--- src/rtl/spi_dev_reg_bridge_pkg.sv ---
// ----------------------------------------------------------------------------
// spi_dev_reg_bridge_pkg
// Shared definitions for the SPI-device-to-register-bus bridge: opcode
// defaults, idle shift-out byte, frame state encodings and pointer helper.
// No ports.
// ----------------------------------------------------------------------------
package spi_dev_reg_bridge_pkg;

    // Default burst opcodes (overridable on the top module).
    localparam logic [7:0] CMD_WR_DEFAULT = 8'h02;
    localparam logic [7:0] CMD_RD_DEFAULT = 8'h03;

    // Byte shifted out whenever no read data is ready.
    localparam logic [7:0] TX_IDLE_BYTE = 8'hFF;

    // Frame state encodings.
    localparam logic [2:0] ST_IDLE     = 3'd0;
    localparam logic [2:0] ST_CMD      = 3'd1;
    localparam logic [2:0] ST_ADDR     = 3'd2;
    localparam logic [2:0] ST_WR_DATA  = 3'd3;
    localparam logic [2:0] ST_RD_DUMMY = 3'd4;
    localparam logic [2:0] ST_RD_DATA  = 3'd5;
    localparam logic [2:0] ST_DISCARD  = 3'd6;

    // Register pointer advance; 8-bit arithmetic wraps FF -> 00.
    function automatic logic [7:0] ptr_next(input logic [7:0] ptr);
        return ptr + 8'd1;
    endfunction

endpackage

--- src/rtl/spi_dev_bus_ctl.sv ---
// ----------------------------------------------------------------------------
// spi_dev_bus_ctl
// Register-bus handshake: accepts a request when idle, holds bus_cyc (and the
// latched address/data/direction) until bus_ack, then pulses done.
// Ports:
//   clk_slow, rst            clock, synchronous active-low reset
//   req, req_we              request strobe and direction (accepted if !busy)
//   req_addr, req_wdata      request address / write data
//   bus_*                    register bus master signals
//   busy                     a cycle is outstanding (== bus_cyc)
//   done, done_we            completion pulse and direction of that cycle
//   rd_data                  read data, valid with done && !done_we
// ----------------------------------------------------------------------------
module spi_dev_bus_ctl (
    input  logic       clk_slow,
    input  logic       rst,
    input  logic       req,
    input  logic       req_we,
    input  logic [7:0] req_addr,
    input  logic [7:0] req_wdata,
    output logic [7:0] bus_addr,
    output logic [7:0] bus_wdata,
    output logic       bus_we,
    output logic       bus_cyc,
    input  logic [7:0] bus_rdata,
    input  logic       bus_ack,
    output logic       busy,
    output logic       done,
    output logic       done_we,
    output logic [7:0] rd_data
);

    // An ack is only meaningful while a cycle is outstanding; stray acks
    // (idle, or during reset) fall out here.
    assign done    = bus_cyc & bus_ack;
    assign done_we = bus_we;
    assign busy    = bus_cyc;
    assign rd_data = bus_rdata;

    // NOTE: sequential state uses non-blocking assignments so every register
    // samples pre-edge values regardless of statement order.
    always_ff @(posedge clk_slow) begin
        if (!rst) begin
            bus_cyc   <= 1'b0;
            bus_we    <= 1'b0;
            bus_addr  <= 8'h00;
            bus_wdata <= 8'h00;
        end else if (bus_cyc) begin
            if (bus_ack) begin
                bus_cyc <= 1'b0;
                bus_we  <= 1'b0;
            end
        end else if (req) begin
            bus_cyc   <= 1'b1;
            bus_we    <= req_we;
            bus_addr  <= req_addr;
            bus_wdata <= req_wdata;
        end
    end

endmodule

--- src/rtl/spi_dev_reg_bridge.sv ---
// ----------------------------------------------------------------------------
// spi_dev_reg_bridge
// Decodes SPI device byte frames (opcode, address, data...) into register bus
// write/read bursts with an auto-incrementing 8-bit pointer.
// Ports:
//   clk_slow, rst                       clock, synchronous active-low reset
//   spi_rx_data/spi_rx_stb              received byte and its strobe
//   spi_tx_data/spi_tx_ack              next byte to shift out, load pulse
//   spi_csn_rise/spi_csn_fall           chip-select edge pulses
//   bus_addr/bus_wdata/bus_we/bus_cyc   register bus request
//   bus_rdata/bus_ack                   register bus completion
//   err_ovr/err_udr                     sticky overrun / underrun flags
// ----------------------------------------------------------------------------
module spi_dev_reg_bridge
    import spi_dev_reg_bridge_pkg::*;
#(
    parameter logic [7:0] CMD_WR = CMD_WR_DEFAULT,
    parameter logic [7:0] CMD_RD = CMD_RD_DEFAULT
) (
    input  logic       clk_slow,
    input  logic       rst,
    input  logic [7:0] spi_rx_data,
    input  logic       spi_rx_stb,
    output logic [7:0] spi_tx_data,
    input  logic       spi_tx_ack,
    input  logic       spi_csn_rise,
    input  logic       spi_csn_fall,
    output logic [7:0] bus_addr,
    output logic [7:0] bus_wdata,
    output logic       bus_we,
    output logic       bus_cyc,
    input  logic [7:0] bus_rdata,
    input  logic       bus_ack,
    output logic       err_ovr,
    output logic       err_udr
);

    logic [2:0] state;
    logic [7:0] ptr;
    logic [7:0] tx_reg;
    logic       is_read;
    logic       tx_valid;
    logic       rd_need;   // a read must be issued once the bus is free
    logic       stale;     // outstanding cycle belongs to an ended frame

    logic       req;
    logic       req_we;
    logic [7:0] req_addr;
    logic [7:0] req_wdata;
    logic       busy;
    logic       done;
    logic       done_we;
    logic [7:0] rd_data;

    logic       cs_edge;
    logic       frame_done;
    logic       data_ack;

    assign cs_edge    = spi_csn_fall | spi_csn_rise;
    assign frame_done = done & ~stale;
    // The load pulse arriving with the dummy byte already belongs to the
    // first data slot.
    assign data_ack   = spi_tx_ack & ~cs_edge &
                        ((state == ST_RD_DATA) |
                         ((state == ST_RD_DUMMY) & spi_rx_stb));

    assign spi_tx_data = (state == ST_RD_DATA && tx_valid) ? tx_reg : TX_IDLE_BYTE;

    // NOTE: every signal driven here gets a default first so no path leaves it
    // unassigned, which would otherwise infer a latch.
    always_comb begin
        req       = 1'b0;
        req_we    = 1'b0;
        req_addr  = ptr;
        req_wdata = spi_rx_data;
        if (!cs_edge && !busy) begin
            case (state)
                ST_ADDR: begin
                    if (spi_rx_stb && is_read) begin
                        req      = 1'b1;
                        req_addr = spi_rx_data;
                    end
                end
                ST_WR_DATA: begin
                    if (spi_rx_stb) begin
                        req    = 1'b1;
                        req_we = 1'b1;
                    end
                end
                ST_RD_DUMMY, ST_RD_DATA: begin
                    req = rd_need;
                end
                default: ;
            endcase
        end
    end

    spi_dev_bus_ctl u_bus_ctl (
        .clk_slow  (clk_slow),
        .rst       (rst),
        .req       (req),
        .req_we    (req_we),
        .req_addr  (req_addr),
        .req_wdata (req_wdata),
        .bus_addr  (bus_addr),
        .bus_wdata (bus_wdata),
        .bus_we    (bus_we),
        .bus_cyc   (bus_cyc),
        .bus_rdata (bus_rdata),
        .bus_ack   (bus_ack),
        .busy      (busy),
        .done      (done),
        .done_we   (done_we),
        .rd_data   (rd_data)
    );

    always_ff @(posedge clk_slow) begin
        if (!rst) begin
            state    <= ST_IDLE;
            ptr      <= 8'h00;
            tx_reg   <= TX_IDLE_BYTE;
            is_read  <= 1'b0;
            tx_valid <= 1'b0;
            rd_need  <= 1'b0;
            stale    <= 1'b0;
            err_ovr  <= 1'b0;
            err_udr  <= 1'b0;
        end else begin
            if (done) begin
                stale <= 1'b0;
            end
            if (frame_done) begin
                if (done_we) begin
                    ptr <= ptr_next(ptr);
                end else begin
                    tx_reg   <= rd_data;
                    tx_valid <= 1'b1;
                end
            end

            if (cs_edge) begin
                // Frame boundary: any still-running cycle finishes on the bus
                // but its result is dropped.
                state    <= spi_csn_fall ? ST_CMD : ST_IDLE;
                tx_valid <= 1'b0;
                rd_need  <= 1'b0;
                if (busy && !done) begin
                    stale <= 1'b1;
                end
                if (spi_csn_fall) begin
                    err_ovr <= 1'b0;
                    err_udr <= 1'b0;
                end
            end else begin
                if (req && !req_we && rd_need) begin
                    rd_need <= 1'b0;
                end
                case (state)
                    ST_CMD: begin
                        if (spi_rx_stb) begin
                            if (spi_rx_data == CMD_WR) begin
                                is_read <= 1'b0;
                                state   <= ST_ADDR;
                            end else if (spi_rx_data == CMD_RD) begin
                                is_read <= 1'b1;
                                state   <= ST_ADDR;
                            end else begin
                                state   <= ST_DISCARD;
                            end
                        end
                    end
                    ST_ADDR: begin
                        if (spi_rx_stb) begin
                            ptr   <= spi_rx_data;
                            state <= is_read ? ST_RD_DUMMY : ST_WR_DATA;
                            // Bus still owned by a previous frame: retry later.
                            if (is_read && busy) begin
                                rd_need <= 1'b1;
                            end
                        end
                    end
                    ST_WR_DATA: begin
                        if (spi_rx_stb && busy) begin
                            err_ovr <= 1'b1;
                        end
                    end
                    ST_RD_DUMMY: begin
                        if (spi_rx_stb) begin
                            state <= ST_RD_DATA;
                        end
                    end
                    default: ;
                endcase

                if (data_ack) begin
                    if (tx_valid) begin
                        tx_valid <= 1'b0;
                        ptr      <= ptr_next(ptr);
                        rd_need  <= 1'b1;
                    end else begin
                        err_udr  <= 1'b1;
                    end
                end
            end
        end
    end

endmodule

--- config.mk ---
export PLATFORM = sky130hd
export DESIGN_NAME = spi_dev_reg_bridge
export DESIGN_NICKNAME = d
export VERILOG_FILES = /design/src/rtl/spi_dev_reg_bridge_pkg.sv /design/src/rtl/spi_dev_bus_ctl.sv /design/src/rtl/spi_dev_reg_bridge.sv
export SDC_FILE = /design/constraint.sdc
export NUM_CORES = 1
export LEC_CHECK = 0
export BUFFER_PORTS_ARGS = -buffer_cell sky130_fd_sc_hd__buf_2
export CAP_MARGIN = 25
export CORE_UTILIZATION = 55
export CTS_CLUSTER_DIAMETER = 40
export DETAILED_ROUTE_END_ITERATION = 16
export PLACE_DENSITY_LB_ADDON = 0.3
export SLEW_MARGIN = 25
export SYNTH_ARGS = -nofsm -noshare
export SYNTH_HDL_FRONTEND = slang
export SYNTH_SLANG_ARGS = --single-unit
--- constraint.sdc ---
create_clock -name clk_slow -period 4.6 [get_ports clk_slow]
set_input_delay 0.23 -clock clk_slow [delete_from_list [all_inputs] [get_ports clk_slow]]
set_output_delay 0.23 -clock clk_slow [all_outputs]
set_load 0.01 [all_outputs]
======== After elaboration in Yosys (flattened, before gate mapping) ========
Index checks and enable logic that the tools add are counted.
storage, ports and cells
  bits in registers ....................... 43
  input port bits ......................... 23
  output and inout port bits .............. 28
  word-level logic and storage cells ...... 120
cells by class
  add/sub/neg operators ................... 1
  eq/ne operators ......................... 13
  multiplexer cells ....................... 54
  bitwise gates (word level) .............. 12
  reductions and logical operators ........ 27
operators with widths
  cell                                                                    count
  8-bit 2-to-1 mux                                                        11
  1-bit 2-to-1 mux                                                        34
  3-bit 2-to-1 mux                                                        7
  8-bit by 2-bit equality test with 1-bit output (second input constant)  2
  2-bit nonzero test                                                      5
  3-bit != test (second input constant)                                   3
  3-bit case mux with 3 select lines                                      1
  8-bit by 1-bit adder with 8-bit output (second input constant)          1
  1-bit logical AND                                                       8
  4-bit AND reduction                                                     2
  3-bit by 2-bit equality test with 1-bit output (second input constant)  2
  3-bit equality test (second input constant)                             2
  2-bit AND reduction                                                     3
  3-bit AND reduction                                                     2
  1-bit bitwise AND                                                       5
  1-bit NOT                                                               5
  1-bit zero test                                                         4
  2-bit != test (second input constant)                                   2
  4-bit nonzero test                                                      1
  2-bit OR reduction                                                      2
  3-bit by 1-bit equality test with 1-bit output (second input constant)  1
  1-bit case mux with 3 select lines                                      1
  2-bit by 1-bit != test with 1-bit output (second input constant)        1
  1-bit bitwise OR                                                        2

======== Longest topological paths before layout ========
Gate-level depths: netlist of the first run.
  depth after elaboration ................. 13
  depth in mapped cells ................... 10
  mapped depth without buffers ............ 7

======== By module ========
A second synthesis of the first run with hierarchy kept.
second synthesis, totals
  cell total of the unflattened synthesis .. 294
  area total of the unflattened synthesis .. 2406.1 um^2
modules (own cells, without submodules)
  module              instances  cells each  area each (um^2)
  spi_dev_reg_bridge  1          204         1599.0
  spi_dev_bus_ctl     1          90          807.0

======== Least setup slack after synthesis of the first run ========
Ideal clock, no wire load.
  path kind ............................... reg-to-reg
  from .................................... register state[1]
  to ...................................... register u_bus_ctl.bus_addr[4]
  setup time .............................. 0.070 ns
  arrival time ............................ 1.634 ns
  required time ........................... 4.530 ns
  slack ................................... 2.896 ns
  stages on the path, launching flop included .. 10
  buffers on the path ..................... 3
  period minus slack after synthesis ...... 1.704 ns
  path through ............................ dfxtp_1 buf_2 inv_1 ha_1 nor3_4 and2_1 buf_2 buf_4 o21ai_0 a21oi_1
between the ends
  longest elaborated chain between the ends .. 5
ends and longest elaborated chain
  what                                  RTL line                   source
  start: declaration                    spi_dev_reg_bridge.sv:38   logic [2:0] state;
  start signal: assignment              spi_dev_reg_bridge.sv:144  state <= spi_csn_fall ? ST_CMD : ST_IDLE;
  start signal: assignment              spi_dev_reg_bridge.sv:175  state <= is_read ? ST_RD_DUMMY : ST_WR_DATA;
  3-bit equality test                   spi_dev_reg_bridge.sv:77   case (state)
  2-bit OR reduction                    spi_dev_reg_bridge.sv:77
  1-bit case mux with 3 select lines    spi_dev_reg_bridge.sv:77
  1-bit 2-to-1 mux                      spi_dev_reg_bridge.sv:76   if (!cs_edge && !busy) begin
  2-bit AND reduction (no source line)  -
  end signal: assignment                spi_dev_bus_ctl.sv:56      bus_addr <= req_addr;
  end: declaration                      spi_dev_bus_ctl.sv:21      output logic [7:0] bus_addr,
Several ways; a longest one is shown, not always the timed one.
A chain may end at the register's enable or synchronous reset.

======== Final worst setup path of the first run ========
  from .................................... register state[1]
  to ...................................... register u_bus_ctl.bus_addr[1]
The elaborated chain is that of the path after synthesis.

==> results of run 1 <==
placed cells by master (no fill, tap or decap), types with 2 or more instances in the layout:
cell and instances:
a211o_1 2, a21oi_1 30, a31oi_1 4, and3_1 2, buf_2 50, bufinv_16 2
clkbuf_8 5, dfxtp_1 43, ha_1 2, inv_1 3, mux2i_1 9, nand2_1 48
nand2b_1 3, nand3_1 16, nand4_1 2, nor2_1 23, nor2b_1 4, nor3_1 6
nor4b_1 3, o21a_1 2, o21ai_0 16, o22ai_1 2, or2_2 8, or3_1 3
xnor2_1 3, xor2_1 3
stage by stage:
stage	setup slack [ns]	hold WS (ns)	utilization	std cells	area, µm²
final	2.33	0.141	0.685	372	2600
after floorplan	2.90	0.354	-	284	2260
after global routing	2.11	0.131	0.685	372	2600
after CTS	2.37	0.136	0.685	372	2600
after global placement	2.49	0.439	0.651	364	2470
after detailed placement	2.36	0.447	0.651	364	2470
routing by layer:
metal / wire [µm] / GRT usage / up-vias
met3: 531 / 0.0621 / 11
li1: - / - / 1086
met2: 2560 / 0.427 / 111
met5: 0 / 0 / -
met1: 2520 / 0.380 / 1017
met4: 75 / 0.104 / 0
cells by family (layout without fill, tap and decap cells):
family / after synthesis / in the layout / synth area share
AND/OR/NAND/NOR: 132 / 132 / 0.305
flip-flops: 43 / 43 / 0.380
XOR/XNOR: 6 / 6 / 0.0232
AO/OA/AOI/OAI: 71 / 71 / 0.191
buffers and inverters: 21 / 61 / 0.0503
adder cells (fa/ha/maj): 2 / 2 / 0.0111
multiplexers: 9 / 9 / 0.0398
worst register-to-register path: stages, from the launching register on:
cell and delay [ns]:
dfxtp_1 0.56, inv_1 0.11, ha_1 0.35, nor3_4 0.23, and2_1 0.62, o21ai_0 0.19, a21oi_1 0.15
final cells by class:
cell class | count | area (µm²)
Multi-Input combinational cell | 220 | 1290
Fill cell | 316 | 1190
Sequential cell | 43 | 861
Timing Repair Buffer | 50 | 250
Clock buffer | 6 | 72.6
Clock inverter | 2 | 60.1
Tap cell | 48 | 60.1
Inverter | 3 | 11.3
worst min path at each step:
stage | endpoint | depth (start not counted)
final | tx_reg[3] | 3
after global routing | tx_reg[5] | 3
after CTS | tx_reg[3] | 3
after detailed placement | tx_reg[3] | 3
after global placement | tx_reg[0] | 3
after floorplan | state[0] | 1
power groups by stage:
stage                     sequential (µW)  clock, µW  combinational [µW]
after detailed placement              388          0                44.0
after global placement                388          0                43.1
after global routing                  379        373                49.4
final                                 379        352                45.1
after CTS                             379        354                44.4
after floorplan                       385          0                26.7
==> run metrics, run 1 <==
largest net degree at the start of global routing 32; starting density of the core 0.596; CP Class register to register; final WL 5.69 mm; Slew Limit Fails 0; Synth area leader dfxtp_1; global-route wire length before repair 9.26 mm; vias per inst 5.98; R2R Path End u_bus_ctl.bus_addr[1]; vias in the first global route 1989; Core Area 3800 µm²; sequential fraction of design power 0.488; Sum Neg Setup Slack 0 ns; Netlist cell types 57; Post-Syn Area 2260 µm²; hold_sp bus_rdata[3]; ANT cells 0; total CTS buffers 5; Critical Path, Cell by Cell inv_1 -> ha_1 -> nor3_4 -> and2_1 -> o21ai_0 -> a21oi_1; Switching Share 0.216; initial antenna violation count 0; Min-Delay Path Class input pin to register; peak supply drop 0.262 mV; Die ar. 4380 µm²; Fin. Hold Viols 0; sequential fraction of the synthesis area 0.380; Syn. warnings 0; clk_lat worst skew 0.30 ns; status finished, final reports clean; Switching Power 167 µW; final worst path period share 0.492; Post-Syn Nets 309; Post-CTS Setup Inserts 0; drt wl/cell 15.3 µm; P_int 608 µW; share of cells above drive strength 1 0.222; register bit count reported by yosys 43; total track usage 0.279; WP buf/inv 1; Combinational Power Share 0.058; Reg clk slew, reported paths 0.08 ns; flop2flop setup slack 2.33 ns; CTS tree done; Max-slew headroom 0.503; ANT nets after route 0; post-cts resize count 0; Synth top area share 0.380; fmax 441 MHz; hold_buf cts 0; Power, Total 776 µW; row cnt 22; clock power share 0.454; Initial DRC Count 170; I/O Pins 51; Crit-path slowest cell and2_1; die height 66.2 µm; cells after synthesis 284; crit-path leading delay family simple AND/OR/NAND/NOR gates; synthesized area per cell 7.97 µm²; Final Setup Violations 0; critical path capture point u_bus_ctl.bus_addr[1]; DP Wirelength 3.97 mm; CP max FO 24; drt drc 0; # nets final 348; slowest stage delay, CP 0.62 ns; total gr overflow 0; RSZ-0062 raised after global routing no; pwr/cell area 298 nW/µm²; P_leak 0.00111 µW; max_cap viols 0; CP Data Arrival Time 2.50 ns; Pre-Repair DR Iteration Count 4; Reg-to-Reg Start state[1]; Bufs on Longest Clock Path 2; Critical Path Start state[1]; prevailing post-synth register cell dfxtp_1; chip width 66.2 µm; area delta synth->final 15.0%; Post-synth top cells 48 x nand2_1, 43 x dfxtp_1, 30 x a21oi_1; EDFF count, synth 0; CP required 4.84 ns; Final GP Congestion 0.875; IO buf count 50; Final Skew 0.00468 ns; Worst Setup End Kind register; critical path depth in cells 6; async set or reset register ratio after synthesis 0; number of cells on the worst reg-to-reg path 6; clk sink count 43; Root Buffer clkbuf_8; startpoint types register; actual slew at the worst max-slew pin 0.740 ns; Via Count 2225; dominant cells by area after synthesis dfxtp_1 38%, nand2_1 8.0%, a21oi_1 6.6%, mux2i_1 4.0%, nor2_1 3.8%; Final min period 2.27 ns; H-tree Lvls 2; cell with the most instances after synthesis nand2_1
Power figures use the tool's default switching activity.
==> run 2: changes to the inputs <==
--- a/config.mk
+++ b/config.mk
@@ -5,6 +5,7 @@
 export SDC_FILE = /design/constraint.sdc
 export NUM_CORES = 1
 export LEC_CHECK = 0
+export ABC_AREA = 1
 export BUFFER_PORTS_ARGS = -buffer_cell sky130_fd_sc_hd__buf_2
 export CAP_MARGIN = 25
 export CORE_UTILIZATION = 55
==> constraint.sdc (replaced) <==
create_clock -name clk_slow -period 2.16 [get_ports clk_slow]
set_input_delay 0.108 -clock clk_slow [delete_from_list [all_inputs] [get_ports clk_slow]]
set_output_delay 0.108 -clock clk_slow [all_outputs]
set_load 0.01 [all_outputs]
==> run 2 against run 1 <==
Against the previous run:
- synthesized cell count grew 36%
- worst hold slack lost 0.13 ns
- sequential power grew 120%
- total power grew 91%
- wire length grew 4.1%
- via count grew 16%
- setup slack lost 1.9 ns
- non-clock buffer count grew 4
- critical path type unchanged
==> run metrics, run 2 <==
starting density of the core 0.576; pwr/cell area 522 nW/µm²; DP Wirelength 4.35 mm; met2 WL 3.01 mm; total gr overflow 0; Core Area 4350 µm²; Pre-Repair DR Iteration Count 4; Final min period 1.73 ns; share of cells above drive strength 1 0.207; register bit count reported by yosys 43; chip width 69.5 µm; H-tree Lvls 2; Post-synth top cells 103 x nand2_1, 50 x inv_1, 44 x nand3_1; max_cap viols 0; total CTS buffers 5; status finished, final reports clean; CP Class register to register; final worst path period share 0.800; hold_buf cts 0; Slew Limit Fails 0; CP max FO 16; dominant cells by area after synthesis dfxtp_1 34%, nand2_1 15%, nand3_1 8.8%, inv_1 7.5%, a21oi_1 5.8%; Via Count 2585; Syn. warnings 0; RSZ-0062 raised after global routing no; placed cells 478; # nets final 458; Post-Syn Area 2510 µm²; Post-CTS Setup Inserts 0; fmax 579 MHz; CP required 2.37 ns; clk sink count 43; Die ar. 4830 µm²; initial antenna violation count 0; P_leak 0.00138 µW; Critical Path, Cell by Cell nor3_2 -> nand2_1 -> or2_2 -> nand3_1 -> a21oi_2; Synth area leader dfxtp_1; Worst Setup End Kind register; Initial DRC Count 160; post-synthesis compound-gate area fraction 0.154; met1 WL 2.53 mm; dpl ws 0.473 ns; met3 wire len 304 µm; peak supply drop 0.444 mV; Post-Synth Simple-Gate Area 0.366; row cnt 24; clk_lat worst skew 0.30 ns; Hold WS 0.0145 ns; Synth top area share 0.343; die height 69.5 µm; Post-Syn Nets 411; synthesized area per cell 6.50 µm²; total track usage 0.258; prevailing post-synth register cell dfxtp_1; final WL 5.92 mm; sequential fraction of the synthesis area 0.343; commonest non-fill, non-tap cells in the layout 103 x nand2_1, 50 x inv_1, 50 x buf_2; Final Setup Violations 0; Max-slew headroom 0.650; startpoint types register; Final Skew 0.00744 ns; CP Data Arrival Time 1.93 ns; I/O Pins 51; Fin. Hold Viols 0; largest net degree at the start of global routing 27; cell with the most instances after synthesis nand2_1; drt wl/cell 12.2 µm; Netlist cell types 31; commonest non-fill, non-tap cell in the layout nand2_1; top layer in use met4; Finished Layout Cells 486; adder-cell share of the synthesized area 0.00998; Bufs on Longest Clock Path 2; Root Buffer clkbuf_8; ANT nets after route 0; post-cts resize count 0; post-synthesis mux area share 0; vias in the first global route 2289; cells after synthesis 386; Crit-path slowest cell or2_2; global-route wire length before repair 10.1 mm; slowest stage delay, CP 0.41 ns; EDFF count, synth 0; actual slew at the worst max-slew pin 0.524 ns; CTS tree done; largest family of logic cells by synthesized area simple AND/OR/NAND/NOR gates; drt drc 0; ANT cells 0; IO buf count 50; Min-Delay Path Class input pin to register; vias per inst 5.32; Synth Area in XOR/XNOR 0.00349; async set or reset register ratio after synthesis 0; Finished Core Util 0.651; Final GP Congestion 0.910; Reg clk slew, reported paths 0.09 ns; setup ws final 0.433 ns; area delta synth->final 13.0%; Sum Neg Setup Slack 0 ns
run 2: logic make-up (layout without fill, tap and decap cells):
group,Yosys count,after routing
AND/OR/NAND/NOR,207,207
buffers and inverters,68,116
AO/OA/AOI/OAI,65,65
flip-flops,43,43
adder cells (fa/ha/maj),2,2
XOR/XNOR,1,1
run 2: layout make-up:
cell class                 count  area [µm²]
timing repair buffer          54         280
sequential                    43         861
clock buffer                   6        72.6
clock inverter                 2        12.5
multi-input combinational    275        1340
tap                           52        65.1
fill                         400        1520
inverter                      54         203
run 2: through the flow:
| step | instance area, µm² | power (µW) |
|---|---|---|
| after floorplan | 2510 | 925 |
| after global placement | 2750 | 974 |
| after detailed placement | 2750 | 977 |
| after CTS | 2830 | 1480 |
| after global routing | 2830 | 1540 |
| final | 2830 | 1480 |
run 2: worst paths after layout:
kind,to,depth (start not counted),slack (ns),from
worst max-delay path,ptr[0],5,0.43,state[2]
worst min-delay path,tx_reg[3],3,0.01,bus_rdata[3]
worst max register to register,ptr[0],5,0.43,state[2]
worst min register to register,u_bus_ctl.bus_wdata[1],2,0.46,u_bus_ctl.bus_wdata[1]
run 2: report_power, final:
part | total [µW] | switching [µW] | internal (µW)
Clock | 517 | 291 | 226
Combinational | 142 | 91.4 | 50.9
Sequential | 819 | 15.4 | 803
run 2: routing by layer:
metal,vias up,track usage
met5,-,0
met1,1177,0.304
met2,74,0.453
met3,10,0.0538
li1,1324,-
met4,0,0.107
run 2: worst max-delay path, delay by kind of cell, from the launching register on:
| kind | cells | cell delay, ns |
|---|---|---|
| and+or+nand+nor | 4 | 1.19 |
| AOI/OAI and AO/OA | 1 | 0.06 |
| DFF | 1 | 0.39 |
